--- src/rtl/pipe_stage_reg.sv ---
// pipe_stage_reg: inter-stage pipeline register for the 5-stage MIPS core.
// It carries PC, instruction, the branch-delay flag and NUM_LANES data words.
// It also tracks valid, holds on stall, inserts a bubble on flush, and keeps a
// saturating count of bubble cycles so the hazard unit's behaviour can be measured.
module pipe_stage_reg #(
  parameter int          DATA_W        = 32,
  parameter int          NUM_LANES     = 3,
  parameter logic [31:0] RESET_PC      = 32'h0000_0000,
  parameter bit          FLUSH_KEEP_PC = 1'b1,
  parameter int          CNT_W         = 16
) (
  input  logic                        clk,
  input  logic                        reset,
  input  logic                        stall_i,
  input  logic                        flush_i,
  input  logic                        valid_i,
  input  logic [31:0]                 pc_i,
  input  logic [31:0]                 instr_i,
  input  logic                        bd_i,
  input  logic [NUM_LANES*DATA_W-1:0] data_i,
  input  logic                        clr_cnt_i,
  output logic                        valid_o,
  output logic [31:0]                 pc_o,
  output logic [31:0]                 instr_o,
  output logic                        bd_o,
  output logic [NUM_LANES*DATA_W-1:0] data_o,
  output logic [CNT_W-1:0]            bubble_cnt_o
);

  localparam int DW = NUM_LANES * DATA_W;

  // Increment that sticks at all-ones instead of wrapping back to zero.
  function automatic logic [CNT_W-1:0] sat_inc(input logic [CNT_W-1:0] v);
    logic [CNT_W-1:0] res;
    if (v == {CNT_W{1'b1}}) begin
      res = v;
    end else begin
      res = v + {{(CNT_W-1){1'b0}}, 1'b1};
    end
    return res;
  endfunction

  logic             r_valid;
  logic [31:0]      r_pc;
  logic [31:0]      r_instr;
  logic             r_bd;
  logic [DW-1:0]    r_data;
  logic [CNT_W-1:0] r_cnt;

  logic             w_valid_nxt;
  logic [31:0]      w_pc_nxt;
  logic [31:0]      w_instr_nxt;
  logic             w_bd_nxt;
  logic [DW-1:0]    w_data_nxt;
  logic [CNT_W-1:0] w_cnt_nxt;
  logic             w_bubble;

  // A bubble is loaded by a flush, or by an unstalled load of an empty slot.
  assign w_bubble = flush_i | (~stall_i & ~valid_i);

  // Next payload: flush beats stall, stall beats load.
  always_comb begin
    w_valid_nxt = r_valid;
    w_pc_nxt    = r_pc;
    w_instr_nxt = r_instr;
    w_bd_nxt    = r_bd;
    w_data_nxt  = r_data;
    if (flush_i) begin
      w_valid_nxt = 1'b0;
      w_pc_nxt    = FLUSH_KEEP_PC ? pc_i : 32'h0000_0000;
      w_instr_nxt = 32'h0000_0000;
      w_bd_nxt    = 1'b0;
      w_data_nxt  = {DW{1'b0}};
    end else if (stall_i) begin
      w_valid_nxt = r_valid;
      w_pc_nxt    = r_pc;
      w_instr_nxt = r_instr;
      w_bd_nxt    = r_bd;
      w_data_nxt  = r_data;
    end else begin
      // An empty slot still loads its payload verbatim; only valid marks it.
      w_valid_nxt = valid_i;
      w_pc_nxt    = pc_i;
      w_instr_nxt = instr_i;
      w_bd_nxt    = bd_i;
      w_data_nxt  = data_i;
    end
  end

  // Next bubble count: clear wins over both increment and hold.
  always_comb begin
    w_cnt_nxt = r_cnt;
    if (clr_cnt_i) begin
      w_cnt_nxt = {CNT_W{1'b0}};
    end else if (w_bubble) begin
      w_cnt_nxt = sat_inc(r_cnt);
    end else begin
      w_cnt_nxt = r_cnt;
    end
  end

  // Payload register with asynchronous reset to the idle/nop state.
  always_ff @(posedge clk or negedge reset) begin
    if (!reset) begin
      r_valid <= 1'b0;
      r_pc    <= RESET_PC;
      r_instr <= 32'h0000_0000;
      r_bd    <= 1'b0;
      r_data  <= {DW{1'b0}};
    end else begin
      r_valid <= w_valid_nxt;
      r_pc    <= w_pc_nxt;
      r_instr <= w_instr_nxt;
      r_bd    <= w_bd_nxt;
      r_data  <= w_data_nxt;
    end
  end

  // Bubble counter register.
  always_ff @(posedge clk or negedge reset) begin
    if (!reset) begin
      r_cnt <= {CNT_W{1'b0}};
    end else begin
      r_cnt <= w_cnt_nxt;
    end
  end

  assign valid_o      = r_valid;
  assign pc_o         = r_pc;
  assign instr_o      = r_instr;
  assign bd_o         = r_bd;
  assign data_o       = r_data;
  assign bubble_cnt_o = r_cnt;

endmodule

--- config.mk ---
export PLATFORM = sky130hd
export DESIGN_NAME = pipe_stage_reg
export DESIGN_NICKNAME = d
export VERILOG_FILES = /design/src/rtl/pipe_stage_reg.sv
export SDC_FILE = /design/constraint.sdc
export NUM_CORES = 1
export LEC_CHECK = 0
export ABC_CLOCK_PERIOD_IN_PS = 2900
export BUFFER_PORTS_ARGS = -buffer_cell sky130_fd_sc_hd__buf_4
export CAP_MARGIN = 20
export CELL_PAD_IN_SITES_DETAIL_PLACEMENT = 2
export CELL_PAD_IN_SITES_GLOBAL_PLACEMENT = 2
export CORE_MARGIN = 1.5
export CORE_UTILIZATION = 30
export CTS_CLUSTER_SIZE = 14
export DETAILED_ROUTE_END_ITERATION = 8
export PLACE_DENSITY = 0.87
export SYNTH_ARGS = -nofsm -noshare
export SYNTH_HDL_FRONTEND = slang
export SYNTH_SLANG_ARGS = --single-unit
export TNS_END_PERCENT = 30
--- constraint.sdc ---
create_clock -name clk -period 2.9 [get_ports clk]
set_input_delay 0.87 -clock clk [delete_from_list [all_inputs] [get_ports clk]]
set_output_delay 0.87 -clock clk [all_outputs]
set_load 0.005 [all_outputs]
==> results of run 1 <==
cell usage after synthesis (2+ instances only):
| master | number | share of area |
|---|---|---|
| mux2i_1 | 130 | 0.18 |
| and3_1 | 2 | 0.0017 |
| nand4_1 | 3 | 0.0026 |
| nand2_1 | 6 | 0.0031 |
| nor2_1 | 132 | 0.068 |
| buf_1 | 2 | 0.0010 |
| nand4_2 | 2 | 0.0034 |
| inv_1 | 4 | 0.0021 |
| o21ai_0 | 3 | 0.0021 |
| dfrtp_1 | 178 | 0.61 |
| o21ai_1 | 3 | 0.0021 |
| o31ai_1 | 7 | 0.0072 |
| clkbuf_1 | 16 | 0.0082 |
| a21oi_1 | 14 | 0.0096 |
| mux2_1 | 10 | 0.015 |
| nand3_1 | 3 | 0.0021 |
| mux2_2 | 23 | 0.036 |
| or4_1 | 7 | 0.0072 |
| or3_1 | 5 | 0.0043 |
| nand2b_1 | 2 | 0.0017 |
| buf_2 | 17 | 0.012 |
logic make-up (layout without fill, tap and decap cells):
| group | Yosys count | after routing | synth area share |
|---|---|---|---|
| simple gates | 171 | 171 | 0.105 |
| buf+inv | 40 | 390 | 0.0241 |
| fa+ha+maj | 1 | 1 | 0.00172 |
| compound gates | 30 | 30 | 0.0268 |
| xor+xnor | 1 | 1 | 0.00120 |
| flops | 178 | 178 | 0.612 |
| mux | 163 | 163 | 0.230 |
layout make-up:
cell class | count | share of cell area
clock inverter | 14 | 0.0157
sequential | 178 | 0.411
timing repair buffer | 354 | 0.251
clock buffer | 18 | 0.0396
tap | 319 | 0.0368
multi-input combinational | 366 | 0.245
inverter | 4 | 0.00138
where the power goes:
group / switching (mW) / leakage [nW] / total (mW) / internal [mW]
sequential: 0.0902 / 2.32 / 2.71 / 2.62
clock: 1.10 / 0.294 / 2.40 / 1.31
combinational: 0.369 / 3.05 / 0.841 / 0.473
total: 1.55 / 5.67 / 5.96 / 4.41
per-stage QoR:
step	hold slack, ns	setup WS [ns]
3_5_place_dp	0.484	0.696
6_report	0.429	0.744
2_1_floorplan	0.483	0.847
4_1_cts	0.424	0.734
5_1_grt	0.453	0.605
3_3_place_gp	0.469	0.790
flip-flops by register name, indices dropped and copies added, names as in the netlist:
signal / count
bd_o: 1
bubble_cnt_o: 16
data_o: 96
instr_o: 32
pc_o: 32
valid_o: 1
routing by layer:
layer / vias to the layer above / part of all wire
li1: 2679 / -
met2: 233 / 0.54
met5: - / 0
met1: 2978 / 0.36
met3: 31 / 0.086
met4: 0 / 0.022
worst paths after layout:
path	startpoint	end	depth (start not counted)
max in group asynchronous	reset	bubble_cnt_o[8]	2
hold reg to reg	pc_o[29]	pc_o[29]	1
setup / recovery	bubble_cnt_o[13]	bubble_cnt_o[1]	5
hold / removal	reset	bubble_cnt_o[15]	1
min in group clk	pc_o[29]	pc_o[29]	1
setup reg to reg	bubble_cnt_o[13]	bubble_cnt_o[1]	5
==> flow_summary.yaml, run 1 <==
final_layout:
  n_antenna_cell: 0
  fin_util: 0.459
  drive_above_1_share: 0.446
  fill_cells: 2460
  layout_common_cells: "buf_4, dfrtp_1, nor2_1"
  seq_area_mm2: 0.00445
  layout.cells.non_filler: 1253
  final_common_cell: "buf_4"
  multi_input_area_mm2: 0.00265
  finalNetCount: 1089
  stdcell_area_mm2: 0.0108
  syn2layout_area_growth_pct: 49.0
routing:
  drc_errors: 0
  dr.pass1.iters: 4
  vias_per_cell: 4.73
  num_vias: 5921
  wl_per_cell_um: 20.5
  drt_iter0_drc: 168
  drtAntennaViolNets: 0
  wirelength_um: 25600
critical_path:
  path_cells: "nand4_1 -> o41ai_2 -> buf_4 -> mux2i_1 -> nor2_1"
  critPathTopFamily: "compound AO/OA/AOI/OAI gates"
  crit_slowest_cell: "o41ai_2"
  cp_num_buf_inv: 1
  critPathLaunchType: "register"
  rrSetupSlack_ns: 0.74
  cp.required_ns: 3.20
  crit_fanout: 8
  cp_data_arrival_time_ns: 2.46
  cp-end-kind: "register"
  critPathKind: "reg -> reg"
  slowest_delay_ns: 0.79
run_status:
  status: "finished, final reports clean"
clock_network:
  cts.sinks: 178
  cts_buffer_depth: 2
  cts-resized-gates: 0
  cts_buffers: 17
  h-tree-depth: 4
  cts_setup_buffers: 0
  path_clk_slew_ns: 0.07
  clk_latency_ns: 0.42
  tritoncts: "built"
  ctsHoldBuffers: 0
  cts_root_buffer: "clkbuf_16"
yosys:
  synth_cell_types: 36
  async_flop_share: 1.00
  ys_ff_latch: 178
  ys_seq_area_frac: 0.612
  synth_edf_count: 0
  avgSynthCellArea_um2: 12.5
  syn_nets: 752
  synth_cells: 584
  synthFlopType: "dfrtp_1"
  synth_warnings: 0
  syn_area_mm2: 0.00728
timing:
  setup_violations: 0
  tightest_slew_ns: 0.793
  layout_min_cycle_time_ns: 2.16
  fin_crit_sh: 0.744
  rsz0062_at_grt: "false"
  hold_viol: 0
  final_max_slew_viol_count: 0
  final.setup.tns_ns: 0
  skew_ns: 0.00988
  fmax_mhz: 464
  max_slew_margin: 0.471
floorplanning:
  rows: 56
  die-width_um: 159
  die_h_um: 159
  die_area_mm2: 0.0252
  io_pins: 345
  core_area_mm2: 0.0236
  initial_core_util: 0.308
global_route:
  gr-total-overflow: 0
  grt_max_degree: 104
  top_usage_layer: "met2"
  use_met1: 0.213
  grt_first_pass_wirelength_um: 40300
  use_met3: 0.0773
  antenna_found_initial: 0
  grt_pass1_vias: 6935
  use_met2: 0.382
  grt_use_total: 0.207
place:
  io_buffer_count: 344
  hpwl_um: 19100
  placed_area_mm2: 0.0102
  globalplace.congestion: 0.745
  placed_cells: 1221
pwr:
  p_per_area_mw_per_mm2: 549
  p_leak_nw: 5.67
  power_mw: 5.96
  ir_drop_v: 0.000301
run:
  drv_cap: 0
hold_path:
  hp-class: "in -> async"
Power figures use the tool's default switching activity.
==> inputs of run 2 (changes only) <==
--- a/config.mk
+++ b/config.mk
@@ -5,16 +5,16 @@
 export SDC_FILE = /design/constraint.sdc
 export NUM_CORES = 1
 export LEC_CHECK = 0
-export ABC_CLOCK_PERIOD_IN_PS = 2900
+export ABC_CLOCK_PERIOD_IN_PS = 1890
 export BUFFER_PORTS_ARGS = -buffer_cell sky130_fd_sc_hd__buf_4
 export CAP_MARGIN = 20
 export CELL_PAD_IN_SITES_DETAIL_PLACEMENT = 2
 export CELL_PAD_IN_SITES_GLOBAL_PLACEMENT = 2
 export CORE_MARGIN = 1.5
-export CORE_UTILIZATION = 30
+export CORE_UTILIZATION = 25
 export CTS_CLUSTER_SIZE = 14
 export DETAILED_ROUTE_END_ITERATION = 8
-export PLACE_DENSITY = 0.87
+export PLACE_DENSITY = 0.78
 export SYNTH_ARGS = -nofsm -noshare
 export SYNTH_HDL_FRONTEND = slang
 export SYNTH_SLANG_ARGS = --single-unit
==> constraint.sdc (replaced) <==
create_clock -name clk -period 1.89 [get_ports clk]
set_input_delay 0.567 -clock clk [delete_from_list [all_inputs] [get_ports clk]]
set_output_delay 0.567 -clock clk [all_outputs]
set_load 0.005 [all_outputs]
==> run 2 against run 1 <==
Against the previous run: register-to-register slack lost 0.63 ns; count of clock-buffer cells in the layout shrank 1; global-route usage shrank 3.7 points.
==> flow_summary.yaml, run 2 (synthesis gave the netlist of run 1 again) <==
clock_network:
  ctsHoldBuffers: 0
  cts.sinks: 178
  path_clk_slew_ns: 0.08
  h-tree-depth: 4
  cts_buffer_depth: 2
  tritoncts: "built"
  cts_root_buffer: "clkbuf_16"
  cts_buffers: 17
  clk_latency_ns: 0.43
routing:
  wirelength_um: 25400
  num_vias: 5981
  dr.pass1.iters: 4
  drc_errors: 0
  vias_per_cell: 4.46
  drt_iter0_drc: 163
  wl_per_cell_um: 18.9
  drtAntennaViolNets: 0
floorplanning:
  die_h_um: 174
  die_area_mm2: 0.0302
  rows: 62
  io_pins: 345
  die-width_um: 174
  initial_core_util: 0.254
  core_area_mm2: 0.0287
timing:
  max_slew_margin: 0.636
  fmax_mhz: 562
  skew_ns: 0.00318
  setup_violations: 0
  hold_viol: 0
  fin_crit_sh: 0.942
  rsz0062_at_grt: "true"
  tightest_slew_ns: 0.545
  layout_min_cycle_time_ns: 1.78
  hold_ws_ns: 0.0170
  final_max_slew_viol_count: 0
pwr:
  p_per_area_mw_per_mm2: 833
  pwr-share-comb: 0.141
  clkPwrFrac: 0.413
  seqPwrFrac: 0.446
  ir_drop_v: 0.000382
  p_int_mw: 6.91
  power.share.switching: 0.259
  p_leak_nw: 5.83
  switching_power_mw: 2.41
final_layout:
  final_common_cell: "buf_4"
  largest_reg_flops: 96
  syn2layout_area_growth_pct: 53.5
  finalNetCount: 1113
  fin_util: 0.389
  layout_common_cells: "buf_4, dfrtp_1, nor2_1"
  drive_above_1_share: 0.461
  stdcell_area_mm2: 0.0112
  fill_cells: 3078
  n_antenna_cell: 0
  layout.cells.non_filler: 1342
  seq_area_mm2: 0.00445
  multi_input_area_mm2: 0.00266
place:
  hpwl_um: 18900
  globalplace.congestion: 0.747
  placed_area_mm2: 0.0105
  placed_cells: 1310
  io_buffer_count: 344
critical_path:
  crit_fanout: 5
  cp_data_arrival_time_ns: 2.09
  timing.rr.start: "bubble_cnt_o[8]"
  cp-end-kind: "register"
  cp.required_ns: 2.20
  critPathKind: "reg -> reg"
  crit_start: "bubble_cnt_o[8]"
  critPathLaunchType: "register"
global_route:
  grt_use_total: 0.170
  grt_pass1_vias: 6928
  grt_first_pass_wirelength_um: 39700
  grt_max_degree: 90
  gr-total-overflow: 0
  antenna_found_initial: 0
hold_path:
  hp-class: "in -> async"
run:
  drv_cap: 0
run_status:
  status: "finished, final reports clean"
==> run 2: path summary, 6_finish.rpt <==
check                                   endpoint  slack (ns)  depth (start not counted)
worst min-delay path                  data_o[59]        0.02                          1
worst max register to register  bubble_cnt_o[15]        0.11                          5
worst max-delay path            bubble_cnt_o[15]        0.11                          5
worst min register to register          pc_o[22]        0.50                          1
max in group asynchronous                pc_o[6]        1.29                          2
min in group clk                        pc_o[22]        0.35                          2
==> run 2: critical path: stages (launching register included) <==
cell,delay [ns]
dfrtp_1,0.43
buf_4,0.16
and4_1,0.22
nand4_2,0.14
nor4_1,0.35
mux2_1,0.36
==> run 2: power groups by stage <==
stage	clock network (mW)	logic, mW	registers (mW)
global placement	0	1.30	4.21
floorplan	0	0.430	4.23
detailed placement	0	1.35	4.23
CTS	3.98	1.35	4.16
global route	4.10	1.44	4.19
finish	3.85	1.31	4.16
==> run 2: layout make-up <==
type	instances	share of cell area
flip-flops and latches	178	0.398
repair buffers	378	0.263
multi-input cells	366	0.238
well taps	384	0.0430
clock buffers	17	0.0381
clock inverters	15	0.0173
inverters	4	0.00134
==> run 2: stage by stage <==
step / total power, mW / TNS [ns] / setup WS (ns)
4_1_cts: 9.49 / 0 / 0.0364
6_report: 9.32 / 0 / 0.110
3_5_place_dp: 5.58 / 0 / 0.0476
2_1_floorplan: 4.66 / 0 / 0.140
3_3_place_gp: 5.52 / 0 / 0.126
5_1_grt: 9.73 / -0.0137 / -0.0137
==> run 2: routing by layer <==
metal  vias up  global-route usage  part of all wire
met5         -                   0                 0
met4         0              0.0521             0.017
met3        25              0.0724             0.091
met2       236               0.301              0.52
met1      3004               0.184              0.38
li1       2716                   -                 -
==> run 2: what timing repair did <==
item / 4_1_cts / 5_1_grt
endpoints found under the setup margin: 0 / 4
buffers inserted: 0 / 0
endpoints found under the hold margin: 0 / 0
gates resized for setup: 0 / 1
